File: config.mk
export PLATFORM = sky130hd
export DESIGN_NAME = sprite_reg_writer
export DESIGN_NICKNAME = d
export VERILOG_FILES = /design/src/rtl/sprite_reg_writer.sv
export SDC_FILE = /design/constraint.sdc
export NUM_CORES = 1
export LEC_CHECK = 0
export BUFFER_PORTS_ARGS = -buffer_cell sky130_fd_sc_hd__buf_2
export CORE_AREA = 2 2 312 314
export CTS_CLUSTER_SIZE = 24
export DETAILED_ROUTE_END_ITERATION = 8
export DIE_AREA = 0 0 314 316
export HOLD_SLACK_MARGIN = 0.06
export SLEW_MARGIN = 10
export SYNTH_ARGS = -nofsm -noshare
export SYNTH_HDL_FRONTEND = slang
export SYNTH_SLANG_ARGS = --single-unit
File: constraint.sdc
create_clock -name clk -period 62.8 [get_ports clk]
set_clock_uncertainty 0.1 [all_clocks]
set_input_delay 12.56 -clock clk [delete_from_list [all_inputs] [get_ports clk]]
set_output_delay 12.56 -clock clk [all_outputs]
set_load 0.02 [all_outputs]
File: src/rtl/sprite_reg_writer.sv
// Sprite register bank with a one-deep command hold stage committed on vblank.
// Define VBLANK_SYNC_EN to gate commits on vblank; otherwise HOLD commits next edge.
module sprite_reg_writer #(
    parameter int NUM_SPRITES = 24,
    parameter int IDX_W       = 5,
    parameter int SIZE_REG    = 32
) (
    input  logic                            clk,
    input  logic                            reset,
    input  logic                            cmd_valid,
    output logic                            cmd_ready,
    input  logic [1:0]                      cmd_op,
    input  logic [IDX_W-1:0]                cmd_idx,
    input  logic [9:0]                      cmd_x,
    input  logic [9:0]                      cmd_y,
    input  logic [8:0]                      cmd_offset,
    input  logic                            vblank,
    output logic [NUM_SPRITES*SIZE_REG-1:0] regs_out,
    output logic                            pending,
    output logic                            err_idx
);

    typedef enum logic {
        IDLE,
        HOLD
    } state_t;

    localparam logic [1:0] OP_NOP     = 2'b00;
    localparam logic [1:0] OP_WRITE   = 2'b01;
    localparam logic [1:0] OP_MOVE    = 2'b10;
    localparam logic [1:0] OP_DISABLE = 2'b11;

    typedef struct packed {
        logic [1:0]       op;
        logic [IDX_W-1:0] idx;
        logic [9:0]       x;
        logic [9:0]       y;
        logic [8:0]       offset;
    } hold_t;

    state_t                state;
    state_t                state_nxt;
    hold_t                 hold_q;
    logic                  accept;
    logic                  commit;
    logic                  commit_ok;
    logic                  idx_ok;
    logic [SIZE_REG-1:0]   bank [NUM_SPRITES];

`ifdef VBLANK_SYNC_EN
    assign commit_ok = vblank;
`else
    logic unused_vblank;
    assign unused_vblank = vblank;
    assign commit_ok     = 1'b1;
`endif

    assign accept = cmd_valid && cmd_ready;
    assign idx_ok = ({1'b0, hold_q.idx} < (IDX_W+1)'(NUM_SPRITES));

    always_ff @(posedge clk or posedge reset) begin
        if (reset) state <= IDLE;
        else       state <= state_nxt;
    end

    always_comb begin
        state_nxt = state;
        cmd_ready = 1'b0;
        pending   = 1'b0;
        commit    = 1'b0;
        unique case (state)
            IDLE: begin
                cmd_ready = 1'b1;
                if (cmd_valid) state_nxt = HOLD;
            end
            HOLD: begin
                pending = 1'b1;
                if (commit_ok) begin
                    commit    = 1'b1;
                    state_nxt = IDLE;
                end
            end
        endcase
    end

    always_ff @(posedge clk or posedge reset) begin
        if (reset) begin
            hold_q <= '0;
        end else if (accept) begin
            hold_q <= '{op: cmd_op, idx: cmd_idx, x: cmd_x,
                        y: cmd_y, offset: cmd_offset};
        end
    end

    always_ff @(posedge clk or posedge reset) begin
        if (reset) begin
            for (int i = 0; i < NUM_SPRITES; i++) bank[i] <= '0;
        end else if (commit && idx_ok) begin
            for (int i = 0; i < NUM_SPRITES; i++) begin
                if (hold_q.idx == IDX_W'(i)) begin
                    case (hold_q.op)
                        OP_WRITE:
                            bank[i] <= SIZE_REG'({2'b00, 1'b1, hold_q.x,
                                                  hold_q.y, hold_q.offset});
                        OP_MOVE:    bank[i][28:9] <= {hold_q.x, hold_q.y};
                        OP_DISABLE: bank[i][29]   <= 1'b0;
                        OP_NOP:     ;
                        default:    ;
                    endcase
                end
            end
        end
    end

    // Out-of-range commits are dropped but remembered until reset.
    always_ff @(posedge clk or posedge reset) begin
        if (reset)                 err_idx <= 1'b0;
        else if (commit && !idx_ok) err_idx <= 1'b1;
    end

    for (genvar g = 0; g < NUM_SPRITES; g++) begin : g_out
        assign regs_out[g*SIZE_REG +: SIZE_REG] = bank[g];
    end

endmodule

==> results of run 1 <==
[metrics by stage]
stage / setup slack (ns) / util [%]
2_1_floorplan: 28.87 / -
3_3_place_gp: 46.12 / 36.26
3_5_place_dp: 45.90 / 36.26
4_1_cts: 46.63 / 39.24
5_1_grt: 46.11 / 39.25
6_report: 46.76 / 39.27
[synthesized netlist by cell type (all sizes together), types with 4 or more instances]
| library cell | instances |
|---|---|
| dfrtp | 758 |
| mux2 | 731 |
| buf | 154 |
| clkbuf | 46 |
| nand4 | 24 |
| nor4 | 24 |
| o31ai | 24 |
| o41ai | 24 |
| nor2b | 4 |
| nor3b | 4 |
| or3b | 4 |
[final cells by class]
type / instances / area (um^2)
Antenna cell: 8 / 20.02
Clock buffer: 120 / 2477
Clock inverter: 33 / 377.9
Fill cell: 9003 / 58300
Inverter: 3 / 18.77
Multi-Input combinational cell: 913 / 10140
Sequential cell: 758 / 18970
Tap cell: 1276 / 1597
Timing Repair Buffer: 799 / 4094
[worst register-to-register path: stages, from the launching register on]
cell and delay (ns):
dfrtp_1 0.96, nand2b_1 0.62, nor4_4 0.99, buf_4 0.41
mux2_2 0.38
[worst max path at each step]
stage,start,to
4_1_cts,reset,regs_out[20]
6_report,reset,regs_out[340]
3_5_place_dp,reset,regs_out[149]
5_1_grt,reset,regs_out[373]
2_1_floorplan,reset,err_idx
3_3_place_gp,reset,regs_out[149]
[cell families after synthesis]
group / after synthesis / synth area share [%]
DFF: 758 / 63.29
other: 1 / 0.01251
AOI/OAI and AO/OA: 52 / 1.419
muxes: 731 / 27.47
buffers and inverters: 203 / 4.129
and+or+nand+nor: 80 / 3.599
adders and majority gates: 2 / 0.08348
[routing by layer]
layer / global-route usage, % / wire length, um / up-vias
met5: 0 / 43 / -
met4: 7.210 / 2892 / 6
met3: 5.444 / 6721 / 158
met2: 30.61 / 45930 / 665
met1: 21.76 / 36640 / 9654
li1: - / - / 7922
[state kept, by name, indices dropped and copies added, names as in the netlist]
name      count
state         1
err_idx       1
hold_q       36
regs_out    720
[power breakdown]
| part | total [uW] | internal, uW | switching (uW) |
|---|---|---|---|
| Combinational | 383 | 141 | 241 |
| Sequential | 668 | 587 | 81.1 |
| Clock | 501 | 294 | 207 |
==> metrics.md, run 1 <==
| Metric | Value |
|---|---|
| Yosys warning total | 0 |
| Initial antenna violation count | 7 |
| Largest net degree at the start of global routing | 152 |
| Crit path top cell by count | buf_4 |
| # clock sinks | 758 |
| Crit path depth | 6 |
| Static Leak | 0.02044 uW |
| Gr usage total | 18.16% |
| VDD IR-drop max | 21.64 uV |
| DP Cell Count | 3749 |
| Post-synthesis cell type count | 39 |
| CP Class | primary input to async pin |
| Post-CTS Resized | 0 |
| Starting density of the core | 31.22% |
| Cts hold-fix bufs | 0 |
| Commonest non-fill, non-tap cell in the layout | buf_2 |
| Relative slew slack | 14.56% |
| Via density per instance | 4.707 |
| Hold depth | 1 |
| Final Cycle Share | 25.55% |
| Layout cells sized above 1 | 64.20% |
| RSZ-0062 raised after global routing | false |
| Die area | 99220 um^2 |
| Synth area leaders | dfrtp_1, mux2_2, buf_4, mux2_1, nand4_4 |
| GRT overflow | 0 |
| Core area | 95990 um^2 |
| Port Buffer Count | 761 |
| Global-route wire length before repair | 133.5 mm |
| Worst-Skew Late Latency | 0.66 ns |
| Clk root buf | clkbuf_16 |
| Finished Cell Area | 37690 um^2 |
| Crit path time final | 16.04 ns |
| Worst Hold Launch | regs_out[531] |
| FP Rows | 114 |
| Post-CTS setup buffer count | 0 |
| # setup viols final | 0 |
| Sequential area share after synthesis | 63.29% |
| Fmax | 62.33 MHz |
| Fin cells | 3910 |
| Hold Path Sink | regs_out[531] |
| Total CTS buffers | 83 |
| Mapped Area | 29970 um^2 |
| Worst path max stage delay | 0.83 ns |
| Hold Crit Class | flip-flop to flip-flop |
| RR Startpoint | hold_q[33] |
| CTS tree | built |
| Critical R2R Capture | regs_out[528] |
| Yosys top cell by area | dfrtp_1 |
| # IOs | 811 |
| R2R cell count | 4 |
| Pwr per Cell Area | 41.17 nW/um^2 |
| DRC | 0 |
| DR iter-0 viols | 858 |
| Syn avg cell area | 16.40 um^2 |
| Post-Synthesis Cells | 1827 |
| Drt first pass iters | 7 |
| Hold Vio Cnt, Final | 0 |
| Vias in the first global route | 19420 |
| Placed cell area | 34810 um^2 |
| Clk slew on worst S/H paths | 0.06 ns |
| Worst Path Max Fanout | 151 |
| Crit. End Element | async pin |
| Post-synth EDFFs | 0 |
| Drt wl/cell | 23.59 um |
| Slowest stage cell, crit path | buf_4 |
| Synth Flop Type | dfrtp_1 |
| Fin Hold WS | 0.3787 ns |
| Asr flop ratio synth | 100.0% |
| Total wire length | 92.23 mm |
| Startpoint Class | primary input |
| Worst Tran Pin Value | 1.282 ns |
| Area grow syn2layout | 25.77% |
| Delay-heaviest family, CP | buffers and inverters |
| Max-Cap Viols | 0 |
| Clock buffer depth | 3 |
| Synthesized flop and latch total | 758 |
| GP Congestion | 0.7821 |
| CTS H-Tree Depth | 3 |
| DIE HEIGHT | 316 um |
| Post-synth top area share | 63.29% |
| CP required | 63.36 ns |
| Commonest non-fill, non-tap cells in the layout | buf_2, dfrtp_1, mux2_2 |
| Status | finished, final reports clean |
| Fin nets | 2600 |
| Total power | 1552 uW |
| Max Slew Vio Count | 0 |
| FF-to-FF setup slack | 59.21 ns |
| Setup TNS | 0 ns |
| Post-route ant nets | 0 |
| Routed vias | 18410 |
| Critical path cell sequence | buf_2 > inv_8 > buf_4 > buf_4 > buf_4 > buf_4 |
| CP Buf/Inv Count | 6 |
| Post-DP HPWL | 65.60 mm |
| Arrival @ worst endpoint | 16.60 ns |
| Die Width | 314 um |
No activity file was read; power rests on OpenSTA's default activity.
==> run 2, diff against run 1 <==
--- a/config.mk
+++ b/config.mk
@@ -5,11 +5,12 @@
 export SDC_FILE = /design/constraint.sdc
 export NUM_CORES = 1
 export LEC_CHECK = 0
+export ABC_AREA = 1
 export BUFFER_PORTS_ARGS = -buffer_cell sky130_fd_sc_hd__buf_2
-export CORE_AREA = 2 2 312 314
+export CORE_AREA = 2 2 317 319
 export CTS_CLUSTER_SIZE = 24
 export DETAILED_ROUTE_END_ITERATION = 8
-export DIE_AREA = 0 0 314 316
+export DIE_AREA = 0 0 319 321
 export HOLD_SLACK_MARGIN = 0.06
 export SLEW_MARGIN = 10
 export SYNTH_ARGS = -nofsm -noshare
==> constraint.sdc (replaced) <==
create_clock -name clk -period 16.65 [get_ports clk]
set_clock_uncertainty 0.1 [all_clocks]
set_input_delay 3.33 -clock clk [delete_from_list [all_inputs] [get_ports clk]]
set_output_delay 3.33 -clock clk [all_outputs]
set_load 0.02 [all_outputs]
==> metrics.md, run 2 <==
| Metric | Value |
|---|---|
| Vias in the first global route | 25330 |
| Worst Path Max Fanout | 163 |
| Commonest non-fill, non-tap cells in the layout | nand2_1, buf_2, dfrtp_1 |
| R2R cell count | 8 |
| Yosys warning total | 0 |
| Largest net degree at the start of global routing | 188 |
| CTS tree | built |
| RSZ-0062 raised after global routing | false |
| Worst path max stage delay | 0.84 ns |
| Crit. End Element | async pin |
| Total CTS buffers | 85 |
| DRC | 0 |
| Max-Cap Viols | 0 |
| Hold Path Sink | regs_out[370] |
| Fin nets | 4146 |
| Final Cycle Share | 35.29% |
| DIE HEIGHT | 321 um |
| FF-to-FF setup slack | 12.26 ns |
| Met3 Use GR | 5.824% |
| Setup WS pre-CTS | 9.982 ns |
| # IOs | 811 |
| Synth area leaders | dfrtp_1, nand2_1, nand3_1, buf_2, clkbuf_1 |
| Area grow syn2layout | 23.90% |
| Synth Flop Type | dfrtp_1 |
| Post-synth EDFFs | 0 |
| Mapped Area | 30690 um^2 |
| Max Slew Vio Count | 0 |
| Post-Synthesis Cells | 3503 |
| Largest register FFs | 720 |
| Worst Hold Launch | regs_out[370] |
| Filler Cells Inserted | 10240 |
| Commonest cells in the netlist | nand2_1, dfrtp_1, nand3_1 |
| Syn avg cell area | 8.761 um^2 |
| Initial antenna violation count | 11 |
| Most common cell in the synthesized netlist | nand2_1 |
| VDD IR-drop max | 86.95 uV |
| GRT overflow | 0 |
| Static Leak | 0.02254 uW |
| DR iter-0 viols | 2573 |
| Global-route wire length before repair | 175.1 mm |
| Synthesized flop and latch total | 758 |
| Yosys top cell by area | dfrtp_1 |
| Hold depth | 2 |
| Largest family of logic cells by synthesized area | simple AND/OR/NAND/NOR gates |
| Busiest grt layer | met2 |
| Post-synth top area share | 61.81% |
| Drt first pass iters | 6 |
| Post-synthesis cell type count | 15 |
| Post-route ant nets | 0 |
| Commonest non-fill, non-tap cell in the layout | nand2_1 |
| Status | finished, final reports clean |
| Mux cell area share after synthesis | 0% |
| Final WS setup | 10.77 ns |
| Hold Vio Cnt, Final | 0 |
| Critical R2R Capture | regs_out[120] |
| # clock sinks | 758 |
| Post-CTS setup buffer count | 0 |
| Arrival @ worst endpoint | 6.41 ns |
| RR Startpoint | hold_q[32] |
| Grt met2 use | 36.27% |
| Drt wl/cell | 22.04 um |
| Post-synthesis adder-cell area fraction | 0.08154% |
| Relative slew slack | 22.09% |
| Startpoint Class | primary input |
| CTS H-Tree Depth | 3 |
| Port Buffer Count | 761 |
| Clock buffer depth | 3 |
| Layout cells sized above 1 | 24.25% |
| Die Width | 319 um |
| Via density per instance | 4.879 |
| Crit path time final | 5.875 ns |
| # setup viols final | 0 |
| GR Util met1 | 29.60% |
| Hold Crit Class | flip-flop to flip-flop |
| Pwr per Cell Area | 144.1 nW/um^2 |
| Starting density of the core | 30.91% |
| Area share of and/or/nand/nor cells after synthesis | 32.32% |
| Slowest stage cell, crit path | buf_4 |
| Asr flop ratio synth | 100.0% |
| Routed vias | 26730 |
| Clk root buf | clkbuf_16 |
| Cts hold-fix bufs | 0 |
| CP required | 17.19 ns |
| Gr usage total | 22.90% |
| Worst Tran Pin Value | 1.169 ns |
| Post-CTS Resized | 0 |
| Crit path top cell by count | buf_4 |
| CP Class | primary input to async pin |
| Clk slew on worst S/H paths | 0.06 ns |
| Fmax | 170.2 MHz |
| Core area | 99280 um^2 |
| Sequential area share after synthesis | 61.81% |
| Total wire length | 120.7 mm |
| Critical path cell sequence | buf_2 > clkinvlp_4 > buf_12 > buf_4 > buf_4 |
| Post-Synth XOR/XNOR Area | 0% |
| Setup TNS | 0 ns |
| Final core occ | 38.30% |
| Post-synthesis compound-gate area fraction | 0.1223% |
| Post-DP HPWL | 77.30 mm |
| GP Congestion | 0.8091 |
| FP Rows | 116 |
| Die area | 102400 um^2 |
| Worst-Skew Late Latency | 0.66 ns |
[run 2: cell types whose count changed after synthesis, sizes merged, moves of 27 or more]
cell	delta
clkbuf	+106
nand3	+725
nand2	+1616
mux2	-731
nor2	+27
buf	+44
[run 2: final cells by class]
| class | instances | area [um^2] | area share [%] |
|---|---|---|---|
| sequential | 758 | 18990 | 49.94 |
| inverter | 12 | 48.80 | 0.1283 |
| tap | 1298 | 1624 | 4.271 |
| antenna | 8 | 20.02 | 0.05265 |
| clock inverter | 26 | 289.0 | 0.7601 |
| multi-input combinational | 2430 | 10290 | 27.06 |
| clock buffer | 130 | 2487 | 6.542 |
| timing repair buffer | 817 | 4279 | 11.25 |
[run 2: report_power, final]
group | internal (uW) | switching (uW)
logic | 320 | 900
registers | 2130 | 249
clock network | 1080 | 797
total | 3530 | 1950
[run 2: per-layer routing]
metal	part of all wire (%)	vias to the layer above	wire [um]
met5	0.065	-	78
met1	41	13140	50070
li1	-	12220	-
met3	8.0	221	9676
met4	4.2	12	5075
met2	46	1143	55840
[run 2: per-stage QoR]
stage	area [um^2]	cells	power, uW	hold slack [ns]
floorplan	30870	3550	3061	0.3833
global placement	35230	5315	3609	0.3483
detailed placement	35230	5315	3627	0.3526
CTS	38000	5471	5519	0.3666
global route	38010	5473	5711	0.3806
finish	38020	5479	5480	0.3619
[run 2: logic make-up after synthesis]
family	Yosys count
AOI/OAI and AO/OA	7
adders and majority gates	2
buffers and inverters	362
DFF	758
other	1
and+or+nand+nor	2373
[run 2: how the worst max path moves through the flow]
stage               start            end
detailed placement  reset  regs_out[553]
finish              reset      hold_q[3]
global placement    reset  regs_out[553]
CTS                 reset     hold_q[13]
floorplan           reset        err_idx
global route        reset  regs_out[395]
[run 2: critical path: cells and delay by family]
family,cells,cell delay (ns)
buffers and inverters,5,2.70
==> run 3, diff against run 2 <==
--- a/config.mk
+++ b/config.mk
@@ -5,12 +5,12 @@
 export SDC_FILE = /design/constraint.sdc
 export NUM_CORES = 1
 export LEC_CHECK = 0
-export ABC_AREA = 1
+export ABC_AREA = 0
 export BUFFER_PORTS_ARGS = -buffer_cell sky130_fd_sc_hd__buf_2
-export CORE_AREA = 2 2 317 319
+export CORE_AREA = 2 2 320 322
 export CTS_CLUSTER_SIZE = 24
 export DETAILED_ROUTE_END_ITERATION = 8
-export DIE_AREA = 0 0 319 321
+export DIE_AREA = 0 0 322 324
 export HOLD_SLACK_MARGIN = 0.06
 export SLEW_MARGIN = 10
 export SYNTH_ARGS = -nofsm -noshare
==> constraint.sdc (replaced) <==
create_clock -name clk -period 5.07 [get_ports clk]
set_clock_uncertainty 0.1 [all_clocks]
set_input_delay 1.014 -clock clk [delete_from_list [all_inputs] [get_ports clk]]
set_output_delay 1.014 -clock clk [all_outputs]
set_load 0.02 [all_outputs]
==> metrics.md, run 3 (synthesis results as in run 1) <==
| Metric | Value |
|---|---|
| Post-CTS setup buffer count | 0 |
| Clk root buf | clkbuf_16 |
| Sequential Area | 18970 um^2 |
| Worst Tran Pin Value | 1.134 ns |
| Total CTS buffers | 84 |
| VDD IR-drop max | 281.9 uV |
| Commonest non-fill, non-tap cell in the layout | buf_2 |
| FF-to-FF setup slack | 1.54 ns |
| Fin nets | 2623 |
| Fmax | 283.3 MHz |
| # setup viols final | 0 |
| Max Slew Vio Count | 0 |
| Post-CTS Resized | 0 |
| Via density per instance | 4.616 |
| DP Cell Count | 3804 |
| Core area | 101000 um^2 |
| RSZ-0062 raised after global routing | false |
| Clock buffer depth | 3 |
| # clock sinks | 758 |
| Max-Cap Viols | 0 |
| CTS H-Tree Depth | 3 |
| Die area | 104300 um^2 |
| Crit path time final | 3.529 ns |
| Startpoint Class | flip-flop |
| Pwr per Cell Area | 508.7 nW/um^2 |
| Global-route wire length before repair | 133.6 mm |
| Commonest non-fill, non-tap cells in the layout | buf_2, dfrtp_1, mux2_2 |
| GP Congestion | 0.7462 |
| Slowest stage cell, crit path | nor4_4 |
| Total wire length | 94.42 mm |
| Routed vias | 18300 |
| Placed cell area | 35080 um^2 |
| Filler Cells Inserted | 9755 |
| Hold Vio Cnt, Final | 0 |
| CP required | 5.50 ns |
| DRC | 0 |
| Clk slew on worst S/H paths | 0.06 ns |
| Gr usage total | 17.56% |
| Vias in the first global route | 18460 |
| # IOs | 811 |
| Worst-Skew Late Latency | 0.66 ns |
| CTS tree | built |
| Worst Path Max Fanout | 17 |
| Critical path cell sequence | nand3b_1 > nor4_4 > buf_12 > mux2_2 |
| Starting density of the core | 29.67% |
| Worst path max stage delay | 1.06 ns |
| Initial antenna violation count | 7 |
| Area of the multi-input gates | 10130 um^2 |
| Cts hold-fix bufs | 0 |
| Static Leak | 0.02055 uW |
| CP Class | flip-flop to flip-flop |
| Finished Cell Area | 37950 um^2 |
| Final Cycle Share | 69.61% |
| Relative slew slack | 24.40% |
| DR iter-0 viols | 674 |
| Largest net degree at the start of global routing | 143 |
| Fin cells | 3965 |
| Post-route ant nets | 0 |
| Setup TNS | 0 ns |
| GRT overflow | 0 |
| Arrival @ worst endpoint | 3.96 ns |
| Status | finished, final reports clean |
| Drt wl/cell | 23.81 um |
| Die Width | 322 um |
| DIE HEIGHT | 324 um |
| FP Rows | 117 |
| Hold Crit Class | primary input to async pin |
| Largest register FFs | 720 |
| Layout cells sized above 1 | 64.26% |
| Drt first pass iters | 4 |
| Post-DP HPWL | 66.28 mm |
| Port Buffer Count | 761 |
| Area grow syn2layout | 26.61% |
| Crit. End Element | flip-flop |
run 3: cell count changes in the layout (fill, tap and decap cells not counted), sizes merged, moves of 5 or more:
| cell | delta |
|---|---|
| nand4 | +24 |
| nor2 | -27 |
| o41ai | +24 |
| o31ai | +24 |
| nand3 | -725 |
| nand2 | -1616 |
| inv | -7 |
| mux2 | +731 |
| o21ai | -5 |
| clkbuf | -5 |
| nor4 | +24 |
run 3: through the flow:
stage               hold WS (ns)  utilization (%)  total power [uW]  worst slack [ns]
floorplan                 0.4169                -             11110            -6.437
global placement          0.3557            34.73             13110             1.590
detailed placement        0.3691            34.73             13200             1.578
CTS                       0.3320            37.55             19580             1.587
global route              0.3652            37.55             20180             1.432
finish                    0.3623            37.57             19300             1.541
run 3: metal layers:
layer | global-route usage [%] | share of wire [%]
met5 | 0 | 0.014
met4 | 5.919 | 2.6
met3 | 5.644 | 8.0
met2 | 29.70 | 49
met1 | 21.08 | 40
run 3: final timing paths:
| kind | endpoint | cells past startpoint | startpoint |
|---|---|---|---|
| setup / recovery | regs_out[110] | 4 | hold_q[29] |
| hold / removal | regs_out[420] | 2 | reset |
| setup reg to reg | regs_out[110] | 4 | hold_q[29] |
| hold reg to reg | regs_out[176] | 1 | regs_out[176] |
| max in group asynchronous | regs_out[650] | 4 | reset |
| min in group clk | regs_out[176] | 1 | regs_out[176] |
run 3: layout make-up:
| class | count | share of cell area, % |
|---|---|---|
| sequential | 758 | 49.99 |
| antenna | 6 | 0.03957 |
| clock inverter | 30 | 0.9694 |
| tap | 1309 | 4.316 |
| clock buffer | 125 | 6.552 |
| timing repair buffer | 821 | 11.39 |
| multi-input combinational | 913 | 26.71 |
| inverter | 3 | 0.03957 |
run 3: critical path, delay by kind of cell (launching register included):
family	cells	cell delay, ns
flip-flops	1	0.89
multiplexers	1	0.34
buffers and inverters	1	0.25
AND/OR/NAND/NOR	2	1.79
run 3: report_power, final:
group / internal (uW) / switching, uW
logic: 1780 / 3150
clock network: 3680 / 2590
registers: 7270 / 830
